## config.mk

```make
export PLATFORM = sky130hd
export DESIGN_NAME = infix_to_postfix
export DESIGN_NICKNAME = d
export VERILOG_FILES = /design/src/rtl/infix_to_postfix.sv
export SDC_FILE = /design/constraint.sdc
export NUM_CORES = 1
export LEC_CHECK = 0
export BUFFER_PORTS_ARGS = -buffer_cell sky130_fd_sc_hd__buf_2
export CAP_MARGIN = 10
export CORE_MARGIN = 3
export CORE_UTILIZATION = 55
export CTS_CLUSTER_DIAMETER = 40
export DETAILED_ROUTE_END_ITERATION = 12
export PLACE_DENSITY = 0.71
export SYNTH_ARGS = -nofsm -noshare
export SYNTH_HDL_FRONTEND = slang
export SYNTH_SLANG_ARGS = --single-unit
```

## constraint.sdc

```tcl
create_clock -name CLK -period 7.8 [get_ports CLK]
set_clock_uncertainty 0.2 [all_clocks]
set_input_delay 0.39 -clock CLK [delete_from_list [all_inputs] [get_ports CLK]]
set_output_delay 0.39 -clock CLK [all_outputs]
set_load 0.1 [all_outputs]
```

## src/rtl/infix_to_postfix.sv

```systemverilog
// infix_to_postfix: operator-stack (shunting-yard) converter that turns an
// infix token stream into one gap-free postfix burst for the postfix evaluator.
// Optional feature macro: INFIX_PAREN_EN (4'b1000 = '(' and 4'b1001 = ')').
module infix_to_postfix #(
  parameter int MAX_TOK = 16
) (
  input  logic       CLK,
  input  logic       RESET,
  input  logic       IN_VALID,
  input  logic [3:0] IN,
  input  logic       OP_MODE,
  output logic       OUT_VALID,
  output logic [3:0] OUT,
  output logic       OUT_MODE,
  output logic       BUSY,
  output logic       ERR
);
  localparam int CW = $clog2(MAX_TOK + 1);
  localparam int AW = (MAX_TOK > 1) ? $clog2(MAX_TOK) : 1;
  localparam logic [CW-1:0] CNT_MAX  = CW'(MAX_TOK);
  localparam logic [CW-1:0] CNT_ZERO = {CW{1'b0}};
  localparam logic [CW-1:0] CNT_ONE  = {{(CW-1){1'b0}}, 1'b1};
  localparam logic [3:0] OP_ADD = 4'b0001;
  localparam logic [3:0] OP_SUB = 4'b0010;
  localparam logic [3:0] OP_MUL = 4'b0100;
`ifdef INFIX_PAREN_EN
  localparam logic [3:0] OP_LP  = 4'b1000;
  localparam logic [3:0] OP_RP  = 4'b1001;
`endif

  typedef enum logic [2:0] {
    S_IDLE  = 3'd0,
    S_LOAD  = 3'd1,
    S_CONV  = 3'd2,
    S_FLUSH = 3'd3,
    S_EMIT  = 3'd4
  } state_t;

  state_t        state_r;
  logic [3:0]    in_tok_r  [MAX_TOK];
  logic          in_mode_r [MAX_TOK];
  logic [3:0]    out_tok_r [MAX_TOK];
  logic          out_mode_r[MAX_TOK];
  logic [3:0]    stk_r     [MAX_TOK];
  logic [CW-1:0] cnt_r, rd_r, sp_r, ocnt_r, er_r;

  logic [3:0]    cur_tok_s, top_tok_s, out_wr_tok_s;
  logic          cur_mode_s, top_is_op_s, accept_s, flush_keep_s;
  logic          out_wr_s, out_wr_mode_s, push_s, pop_s, discard_s, adv_s, perr_s;
  logic [CW-1:0] sp_dec_s, sp_next_s, rd_next_s;

  // Operator codes accepted into the input buffer.
  function automatic logic op_legal(input logic [3:0] code);
    case (code)
      OP_ADD, OP_SUB, OP_MUL: op_legal = 1'b1;
`ifdef INFIX_PAREN_EN
      OP_LP, OP_RP:           op_legal = 1'b1;
`endif
      default:                op_legal = 1'b0;
    endcase
  endfunction

  // Binding strength; '(' ranks lowest so nothing pops past it.
  function automatic logic [1:0] prec(input logic [3:0] code);
    case (code)
      OP_MUL:         prec = 2'd2;
      OP_ADD, OP_SUB: prec = 2'd1;
      default:        prec = 2'd0;
    endcase
  endfunction

  // Fetch the token under the read pointer and the current stack top.
  always_comb begin
    sp_dec_s   = sp_r - CNT_ONE;
    cur_tok_s  = in_tok_r[rd_r[AW-1:0]];
    cur_mode_s = in_mode_r[rd_r[AW-1:0]];
    top_tok_s  = stk_r[sp_dec_s[AW-1:0]];
`ifdef INFIX_PAREN_EN
    top_is_op_s  = (sp_r != CNT_ZERO) && (top_tok_s != OP_LP);
    flush_keep_s = (top_tok_s != OP_LP);
`else
    top_is_op_s  = (sp_r != CNT_ZERO);
    flush_keep_s = 1'b1;
`endif
    accept_s = !OP_MODE || op_legal(IN);
  end

  // Choose the single conversion action for the current token.
  always_comb begin
    out_wr_s  = 1'b0;
    push_s    = 1'b0;
    pop_s     = 1'b0;
    discard_s = 1'b0;
    adv_s     = 1'b0;
    perr_s    = 1'b0;
    if (!cur_mode_s) begin
      out_wr_s = 1'b1;
      adv_s    = 1'b1;
    end
`ifdef INFIX_PAREN_EN
    else if (cur_tok_s == OP_LP) begin
      push_s = 1'b1;
      adv_s  = 1'b1;
    end else if (cur_tok_s == OP_RP) begin
      if (sp_r == CNT_ZERO) begin
        perr_s = 1'b1;
        adv_s  = 1'b1;
      end else if (top_tok_s == OP_LP) begin
        discard_s = 1'b1;
        adv_s     = 1'b1;
      end else begin
        pop_s    = 1'b1;
        out_wr_s = 1'b1;
      end
    end
`endif
    else if (top_is_op_s && (prec(top_tok_s) >= prec(cur_tok_s))) begin
      pop_s    = 1'b1;
      out_wr_s = 1'b1;
    end else begin
      push_s = 1'b1;
      adv_s  = 1'b1;
    end
    out_wr_tok_s  = pop_s ? top_tok_s : cur_tok_s;
    out_wr_mode_s = pop_s ? 1'b1 : cur_mode_s;
    if (push_s) begin
      sp_next_s = sp_r + CNT_ONE;
    end else if (pop_s || discard_s) begin
      sp_next_s = sp_dec_s;
    end else begin
      sp_next_s = sp_r;
    end
    rd_next_s = adv_s ? (rd_r + CNT_ONE) : rd_r;
  end

  // Sequencer: load, convert, flush and stream, with registered outputs.
  always_ff @(posedge CLK or negedge RESET) begin
    if (!RESET) begin
      state_r   <= S_IDLE;
      cnt_r     <= CNT_ZERO;
      rd_r      <= CNT_ZERO;
      sp_r      <= CNT_ZERO;
      ocnt_r    <= CNT_ZERO;
      er_r      <= CNT_ZERO;
      OUT_VALID <= 1'b0;
      OUT       <= 4'd0;
      OUT_MODE  <= 1'b0;
      BUSY      <= 1'b0;
      ERR       <= 1'b0;
      for (int i = 0; i < MAX_TOK; i++) begin
        in_tok_r[i]   <= 4'd0;
        in_mode_r[i]  <= 1'b0;
        out_tok_r[i]  <= 4'd0;
        out_mode_r[i] <= 1'b0;
        stk_r[i]      <= 4'd0;
      end
    end else begin
      case (state_r)
        S_IDLE: begin
          OUT_VALID <= 1'b0;
          OUT       <= 4'd0;
          OUT_MODE  <= 1'b0;
          BUSY      <= 1'b0;
          if (IN_VALID) begin
            ERR    <= !accept_s;
            rd_r   <= CNT_ZERO;
            sp_r   <= CNT_ZERO;
            ocnt_r <= CNT_ZERO;
            er_r   <= CNT_ZERO;
            if (accept_s) begin
              in_tok_r[0]  <= IN;
              in_mode_r[0] <= OP_MODE;
              cnt_r        <= CNT_ONE;
            end else begin
              cnt_r <= CNT_ZERO;
            end
            state_r <= S_LOAD;
          end
        end
        S_LOAD: begin
          if (IN_VALID) begin
            if (!accept_s || (cnt_r == CNT_MAX)) begin
              ERR <= 1'b1;
            end else begin
              in_tok_r[cnt_r[AW-1:0]]  <= IN;
              in_mode_r[cnt_r[AW-1:0]] <= OP_MODE;
              cnt_r <= cnt_r + CNT_ONE;
            end
          end else begin
            BUSY    <= 1'b1;
            state_r <= S_CONV;
          end
        end
        S_CONV: begin
          if (rd_r == cnt_r) begin
            state_r <= (sp_r == CNT_ZERO) ? S_EMIT : S_FLUSH;
          end else begin
            if (out_wr_s) begin
              out_tok_r[ocnt_r[AW-1:0]]  <= out_wr_tok_s;
              out_mode_r[ocnt_r[AW-1:0]] <= out_wr_mode_s;
              ocnt_r <= ocnt_r + CNT_ONE;
            end
            if (push_s) begin
              stk_r[sp_r[AW-1:0]] <= cur_tok_s;
            end
            if (perr_s) begin
              ERR <= 1'b1;
            end
            sp_r <= sp_next_s;
            rd_r <= rd_next_s;
            if (rd_next_s == cnt_r) begin
              state_r <= (sp_next_s == CNT_ZERO) ? S_EMIT : S_FLUSH;
            end
          end
        end
        S_FLUSH: begin
          if (sp_r == CNT_ZERO) begin
            state_r <= S_EMIT;
          end else begin
            if (flush_keep_s) begin
              out_tok_r[ocnt_r[AW-1:0]]  <= top_tok_s;
              out_mode_r[ocnt_r[AW-1:0]] <= 1'b1;
              ocnt_r <= ocnt_r + CNT_ONE;
            end else begin
              ERR <= 1'b1;
            end
            sp_r <= sp_dec_s;
            if (sp_dec_s == CNT_ZERO) begin
              state_r <= S_EMIT;
            end
          end
        end
        S_EMIT: begin
          if (er_r != ocnt_r) begin
            OUT_VALID <= 1'b1;
            OUT       <= out_tok_r[er_r[AW-1:0]];
            OUT_MODE  <= out_mode_r[er_r[AW-1:0]];
            er_r      <= er_r + CNT_ONE;
          end else begin
            OUT_VALID <= 1'b0;
            OUT       <= 4'd0;
            OUT_MODE  <= 1'b0;
            BUSY      <= 1'b0;
            state_r   <= S_IDLE;
          end
        end
        default: begin
          OUT_VALID <= 1'b0;
          BUSY      <= 1'b0;
          state_r   <= S_IDLE;
        end
      endcase
    end
  end
endmodule
```

# After elaboration in Yosys (flattened, before gate mapping)
# Index checks and enable logic that the tools add are counted.
dict set report totals {
  register_bits 260
  out_inout_bits 8
  word_cells 287
}
dict set report classes {
  n_addsub 6
  n_lt_le_gt_ge 10
  n_eq_ne 30
  muxes 105
  bitwise_logic 10
  reduce_logical 35
}
# operator n
set op_table {}
lappend op_table {{two-way mux 64 bit} 5}
lappend op_table {{bitwise mux 64 bit} 4}
lappend op_table {{case mux 64 bit (2 select lines)} 1}
lappend op_table {{two-way mux 16 bit} 5}
lappend op_table {{two-way mux 5 bit} 14}
lappend op_table {{two-way mux 4 bit} 13}
lappend op_table {{binary-select mux 4 bit (select 4 bit)} 3}
lappend op_table {{demux 4 bit (select 4 bit)} 3}
lappend op_table {{bitwise mux 16 bit} 2}
lappend op_table {{case mux 16 bit (2 select lines)} 1}
lappend op_table {{>= comparator 5 bit (second input constant)} 6}
lappend op_table {{NOT 4 -> 5 bit} 6}
lappend op_table {{case mux 5 bit (2 select lines)} 3}
lappend op_table {{case mux 5 bit (3 select lines)} 2}
lappend op_table {{two-way mux 3 bit} 9}
lappend op_table {{adder 5 x 1 -> 5 bit (second input constant)} 5}
lappend op_table {{two-way mux 1 bit} 24}
lappend op_table {{inequality test 2 bit (second input constant)} 11}
lappend op_table {{OR 16 bit} 1}
lappend op_table {{case mux 4 bit (2 select lines)} 2}
lappend op_table {{AND reduction 4 bit} 4}
lappend op_table {{zero test 5 bit} 3}
lappend op_table {{less-than comparator 5 x 1 -> 1 bit (second input constant)} 3}
lappend op_table {{case mux 3 bit (5 select lines)} 1}
lappend op_table {{30 further kinds} 65}

# Depth between registers and ports, before layout
dict set report depth {
  depth_word 20
  mapped_depth 17
  ltp_nobuf 14
}

# Worst setup path after synthesis
# OpenSTA, ideal clock, no wires.
dict set report synth_path {
  path_kind {reg-to-reg}
  from {register sp_r[0]}
  to {register out_tok_r[50] (netlist bit)}
  setup_ps 127
  arrival_ps 5218
  slack_ps 2254
  path_stages_with_launch 18
  path_cell_list {dfrtp_1 > clkbuf_1 > inv_1 > ha_1 > clkbuf_1 > clkbuf_1 > mux4_2 > mux4_2 > or3_1 > ha_1 > nand2b_1 > a21oi_1 > nor2_1 > nor4_4 > nor4_2 > and2_1 > buf_2 > mux2_1}
}
dict set report synth_between {
  elab_chain_cells 18
  elab_cells_between_ends 28
  classes_between {add/sub (1); order compare (1); eq/ne (5); mux (15); bitwise (1); reduce/logical (5)}
}
# element line_no
set synth_lines {}
lappend synth_lines {{start, declared} 45} ;# logic [CW-1:0] cnt_r, rd_r, sp_r, ocnt_r, er_r;
lappend synth_lines {{start signal, assigned} 209} ;# sp_r <= sp_next_s;
lappend synth_lines {{start signal, assigned} 227} ;# sp_r <= sp_dec_s;
lappend synth_lines {{subtractor 5 x 1 -> 5 bit} 74} ;# sp_dec_s = sp_r - CNT_ONE;
lappend synth_lines {{NOT 4 -> 5 bit (implied by the code)} 77} ;# top_tok_s = stk_r[sp_dec_s[AW-1:0]];
lappend synth_lines {{binary-select mux 4 bit (select 4 bit)} 77}
lappend synth_lines {{two-way mux 4 bit (implied by the code) (2 in a row)} 77}
lappend synth_lines {{== test 4 x 1 -> 1 bit / == test 4 x 2 -> 1 bit (equally long branches)} 65} ;# case (code)
lappend synth_lines {{OR reduction 2 bit} 65}
lappend synth_lines {{case mux 2 bit (2 select lines)} 65}
lappend synth_lines {{two-way mux 2 bit} 96} ;# if (!cur_mode_s) begin
lappend synth_lines {{>= comparator 2 bit} 117} ;# else if (top_is_op_s && (prec(top_tok_s) >= prec(cur_tok_s))) begin
lappend synth_lines {{logical AND 1 bit} 117}
lappend synth_lines {{two-way mux 1 bit} 117}
lappend synth_lines {{two-way mux 1 bit} 96}
lappend synth_lines {{two-way mux 4 bit} 124} ;# out_wr_tok_s = pop_s ? top_tok_s : cur_tok_s;
lappend synth_lines {{bitwise mux 64 bit} 199} ;# out_tok_r[ocnt_r[AW-1:0]] <= out_wr_tok_s;
lappend synth_lines {{two-way mux 64 bit} 198} ;# if (out_wr_s) begin
lappend synth_lines {{two-way mux 64 bit} 195} ;# if (rd_r == cnt_r) begin
lappend synth_lines {{case mux 64 bit (2 select lines)} 158} ;# case (state_r)
lappend synth_lines {{end signal, assigned by index} 199}
lappend synth_lines {{end signal, assigned by index} 221} ;# out_tok_r[ocnt_r[AW-1:0]] <= top_tok_s;
lappend synth_lines {{end, declared} 42} ;# logic [3:0] out_tok_r [MAX_TOK];
# Parallel ways exist; a longest one is shown, timed or not. The select of a mux whose other input is x is not followed.
# A chain may end at the register's enable or synchronous reset.

# Final worst setup path
dict set report layout_path {
  from {register sp_r[0]}
  to {register out_tok_r[59] (netlist bit)}
}
# The elaborated chain is that of the path after synthesis.

==> impl_metrics.env <==
export IMPL_run_status="finished, final reports clean"
export IMPL_synth_cell_area_um2=13000
export IMPL_area_share_of_and_or_nand_nor_cells_after_synthesis_pct=8.56
export IMPL_ys_dominant_reg_cell="sky130_fd_sc_hd__dfrtp_1"
export IMPL_drt_total_wl_um=28600
export IMPL_area_sequential_um2=6510
export IMPL_tritoncts="yes"
export IMPL_worst_hold_slack_ns=0.0882
export IMPL_r2r_startpoint="sp_r[0]$_DFFE_PN0P_"
export IMPL_post_route_util_pct=63.7
export IMPL_yosysSeqAreaShare_pct=50.1
export IMPL_clk_root_buffer_cell="sky130_fd_sc_hd__clkbuf_16"
export IMPL_synth_area_mux_share_pct=30.9
export IMPL_period_minus_slack_ns=6.17
export IMPL_max_cap_violations=0
export IMPL_p_sw_mw=1.67
export IMPL_cp_data_required_time_ns=8.00
export IMPL_floorplan_initialDensity_pct=56.6
export IMPL_powerDensity_nw_per_um2=326
export IMPL_worstRegToRegCells=14
export IMPL_die_w_um=160
export IMPL_rsz_0062_raised_after_global_routing="no"
export IMPL_setup_viol=0
export IMPL_dieArea_um2=25500
export IMPL_combinational_family_with_the_most_area_after_synthesis="multiplexers"
export IMPL_port_buffers=15
export IMPL_wl_per_cell_um=21.8
export IMPL_place_area_um2=13200
export IMPL_fillers=1712
export IMPL_synthArstFlopShare_pct=100
export IMPL_drive_above_1_share_pct=38.0
export IMPL_post_route_worst_setup_slack_ns=1.63
export IMPL_crit_path_start_kind="flop"
export IMPL_antenna_left=0
export IMPL_leakage_nw=6.70
export IMPL_fin_area_um2=14600
export IMPL_synth_largest_type_area_fraction_pct=50.1
export IMPL_hold_path_startpoint="IN_VALID"
export IMPL_viasPerCell=6.14
export IMPL_worst_slew_pin_slew_ns=0.953
export IMPL_finalSetupTns_ns=0
export IMPL_groute_usage_overall_pct=23.4
export IMPL_routed_via_count=8037
export IMPL_netSwitchingFraction_pct=35.2
export IMPL_cell_internal_pwr_mw=3.09
export IMPL_hold_path_end="state_r[1]$_DFFE_PN0P_"
export IMPL_mappedNetlistNets=986
export IMPL_synth_edff_count=0
export IMPL_power_share_clock_pct=37.0
export IMPL_fraction_of_the_mapped_netlist_area_in_compound_gates_pct=4.43
export IMPL_r2r_setup_slack_ns=1.63
export IMPL_cts_path_max_buffers=3
export IMPL_syn_to_final_growth_pct=12.5
export IMPL_timing_critical_path_to_type="flop"
export IMPL_critPathMaxFanout=19
export IMPL_yosys_register_bits=260
export IMPL_worst_endpoint_data_arrival_time_ns=6.37
export IMPL_numClockSinks=260
export IMPL_yosys_cell_types_count=67
export IMPL_first_pass_grt_wire_length_um=47500
export IMPL_finish_cell_count_without_fillers=1309
export IMPL_grt_max_degree=138
export IMPL_multi_input_comb_area_um2=6140
export IMPL_dp_cells=1238
export IMPL_crit_share_post_route_pct=79.1
export IMPL_antenna_violations_before_repair=0
export IMPL_worst_setup_path_startpoint="sp_r[0]$_DFFE_PN0P_"
export IMPL_finalHoldViolations=0
export IMPL_crit_reg2reg_capture="out_tok_r[59]$_DFFE_PN0P_"
export IMPL_report_final_slew_viol_count=0
export IMPL_average_footprint_of_a_synthesized_cell_um2=13.5
export IMPL_max_freq_mhz=162
export IMPL_floorplan_core_area_um2=22900
export IMPL_comb_power_share_pct=29.4
export IMPL_dpl_worst_slack_ns=1.31
export IMPL_synth_largest_area_cell="sky130_fd_sc_hd__dfrtp_1"
export IMPL_fraction_of_synthesized_cell_area_in_xor_and_xnor_cells_pct=1.75
export IMPL_path_clk_slew_ns=0.06
export IMPL_min_path_type="primary input to flop"
export IMPL_floorplan_io_pins=16
export IMPL_hold_depth=3
export IMPL_sequentialPowerShare_pct=33.6
export IMPL_die_y_um=160
export IMPL_floorplan_rows=55
export IMPL_crit_type="flop to flop"
export IMPL_postCtsResizedCells=0
export IMPL_insertedDiodeCount=0
export IMPL_worst_slew_margin_rel_pct=36.5
export IMPL_max_vdd_ir_drop_mv=0.249
export IMPL_power_total_mw=4.76
export IMPL_cts_buffers=39
export IMPL_drt_pass1_iter_count=5
export IMPL_gp_congestion=0.923
export IMPL_first_iter_violations=683
export IMPL_netlist_top_cells_area="sky130_fd_sc_hd__dfrtp_1, sky130_fd_sc_hd__mux2_2, sky130_fd_sc_hd__mux4_2, sky130_fd_sc_hd__nand2_1, sky130_fd_sc_hd__ha_1"
export IMPL_nNetsFinal=994
export IMPL_ys_warn_count=0
export IMPL_drc_violation_count_after_routing=0
export IMPL_htreeDepth=2
export IMPL_synthAdderAreaFrac_pct=1.64
export IMPL_post_synth_inst_count=961
export IMPL_overall_overflow_remaining_after_global_route=0
export IMPL_via_count_of_the_first_global_routing_pass=8316
export IMPL_hpwl_um=19000
export IMPL_worst_skew_pair_late_latency_ns=0.52
## worst max-delay path, stage by stage (launching register included)
cell and delay, ns:
sky130_fd_sc_hd__dfrtp_1 0.74, sky130_fd_sc_hd__inv_1 0.24, sky130_fd_sc_hd__ha_1 0.87, sky130_fd_sc_hd__mux4_2 0.45, sky130_fd_sc_hd__mux4_2 0.53, sky130_fd_sc_hd__xnor2_1 0.14
sky130_fd_sc_hd__or3_1 0.33, sky130_fd_sc_hd__ha_1 0.29, sky130_fd_sc_hd__nand2b_1 0.17, sky130_fd_sc_hd__a21oi_1 0.13, sky130_fd_sc_hd__nor2_1 0.56, sky130_fd_sc_hd__nand3_1 0.26
sky130_fd_sc_hd__nand2_1 0.26, sky130_fd_sc_hd__mux2_2 0.53, sky130_fd_sc_hd__mux2_1 0.35
## timing repair
item	in CTS	in global routing
hold buffers	2	0
setup buffers	0	0
hold endpoints to repair	124	0
endpoints found under the setup margin	0	0
## layer usage
metal / global-route usage [%] / share of wire, % / wire length [um] / vias to the layer above
li1: - / - / - / 3595
met1: 34.2 / 45 / 13000 / 4169
met2: 36.0 / 46 / 13300 / 224
met3: 4.76 / 5.5 / 1580 / 49
met4: 6.53 / 2.5 / 728 / 0
met5: 0 / 0 / 0 / -
## final cells by class
class	count	area share, %
clock buffers	49	7.28
repair buffers	25	1.27
flip-flops and latches	260	44.5
well taps	313	2.68
clock inverters	19	1.85
multi-input cells	629	42.0
inverters	14	0.360
## power by group through the flow
stage	logic (mW)	clock network [mW]	registers (mW)
detailed placement	1.37	0	1.63
global placement	1.37	0	1.62
floorplan	1.07	0	1.59
finish	1.40	1.76	1.60
CTS	1.38	1.80	1.61
global route	1.53	1.86	1.62
## cells by family after synthesis
| logic type | after synthesis |
|---|---|
| AOI/OAI and AO/OA | 85 |
| muxes | 292 |
| DFF | 260 |
| buffers and inverters | 72 |
| xor gates and xnor gates | 26 |
| and+or+nand+nor | 209 |
| adders and majority gates | 17 |
## flip-flops by register name, summed over array words and instances, names as in the netlist
signal and count:
ERR 1, OUT 4, in_tok_r 64, stk_r 64
cnt_r 5, OUT_MODE 1, ocnt_r 5, OUT_VALID 1
sp_r 5, BUSY 1, out_mode_r 16, rd_r 5
in_mode_r 16, er_r 5, state_r 3, out_tok_r 64
## layout by cell type, fill, tap and decap left out, drive strengths merged, types with 11 or more instances in the layout
cell type | Yosys | layout
dfrtp | 260 | 260
clkbuf | 31 | 49
o21ai | 25 | 25
nor2 | 29 | 29
ha | 17 | 17
mux4 | 65 | 65
nand2 | 81 | 81
nand3 | 37 | 37
mux2i | 11 | 11
inv | 14 | 17
a21oi | 14 | 14
xnor2 | 16 | 16
buf | 27 | 23
mux2 | 216 | 216
## cell usage after synthesis, drive strengths merged (2+ instances only)
master	n
xor2	10
a31oi	2
nor4	4
nand4	6
clkbuf	31
buf	27
ha	17
nand3b	2
a21o	3
or3	5
or4	4
nor2b	7
o31ai	5
inv	14
nor4b	4
nor3	7
o211ai	2
xnor2	16
mux2i	11
mux4	65
and3	8
o22ai	3
a211o	2
a211oi	5
a21oi	14
nor2	29
and2	8
a41o	2
dfrtp	260
o21ai	25
mux2	216
o311ai	4
o32a	2
a22o	5
nand2b	3
or4b	2
nand3	37
nand2	81
## worst max path at each step
stage	end	slack [ns]	cells past startpoint
5_1_grt	out_tok_r[51]$_DFFE_PN0P_	1.34	14
4_1_cts	out_tok_r[50]$_DFFE_PN0P_	1.28	14
3_3_place_gp	out_tok_r[59]$_DFFE_PN0P_	1.57	14
2_1_floorplan	out_tok_r[50]$_DFFE_PN0P_	2.25	17
6_report	out_tok_r[59]$_DFFE_PN0P_	1.63	14
3_5_place_dp	out_tok_r[59]$_DFFE_PN0P_	1.31	14
(Power assumes the default switching activity.)
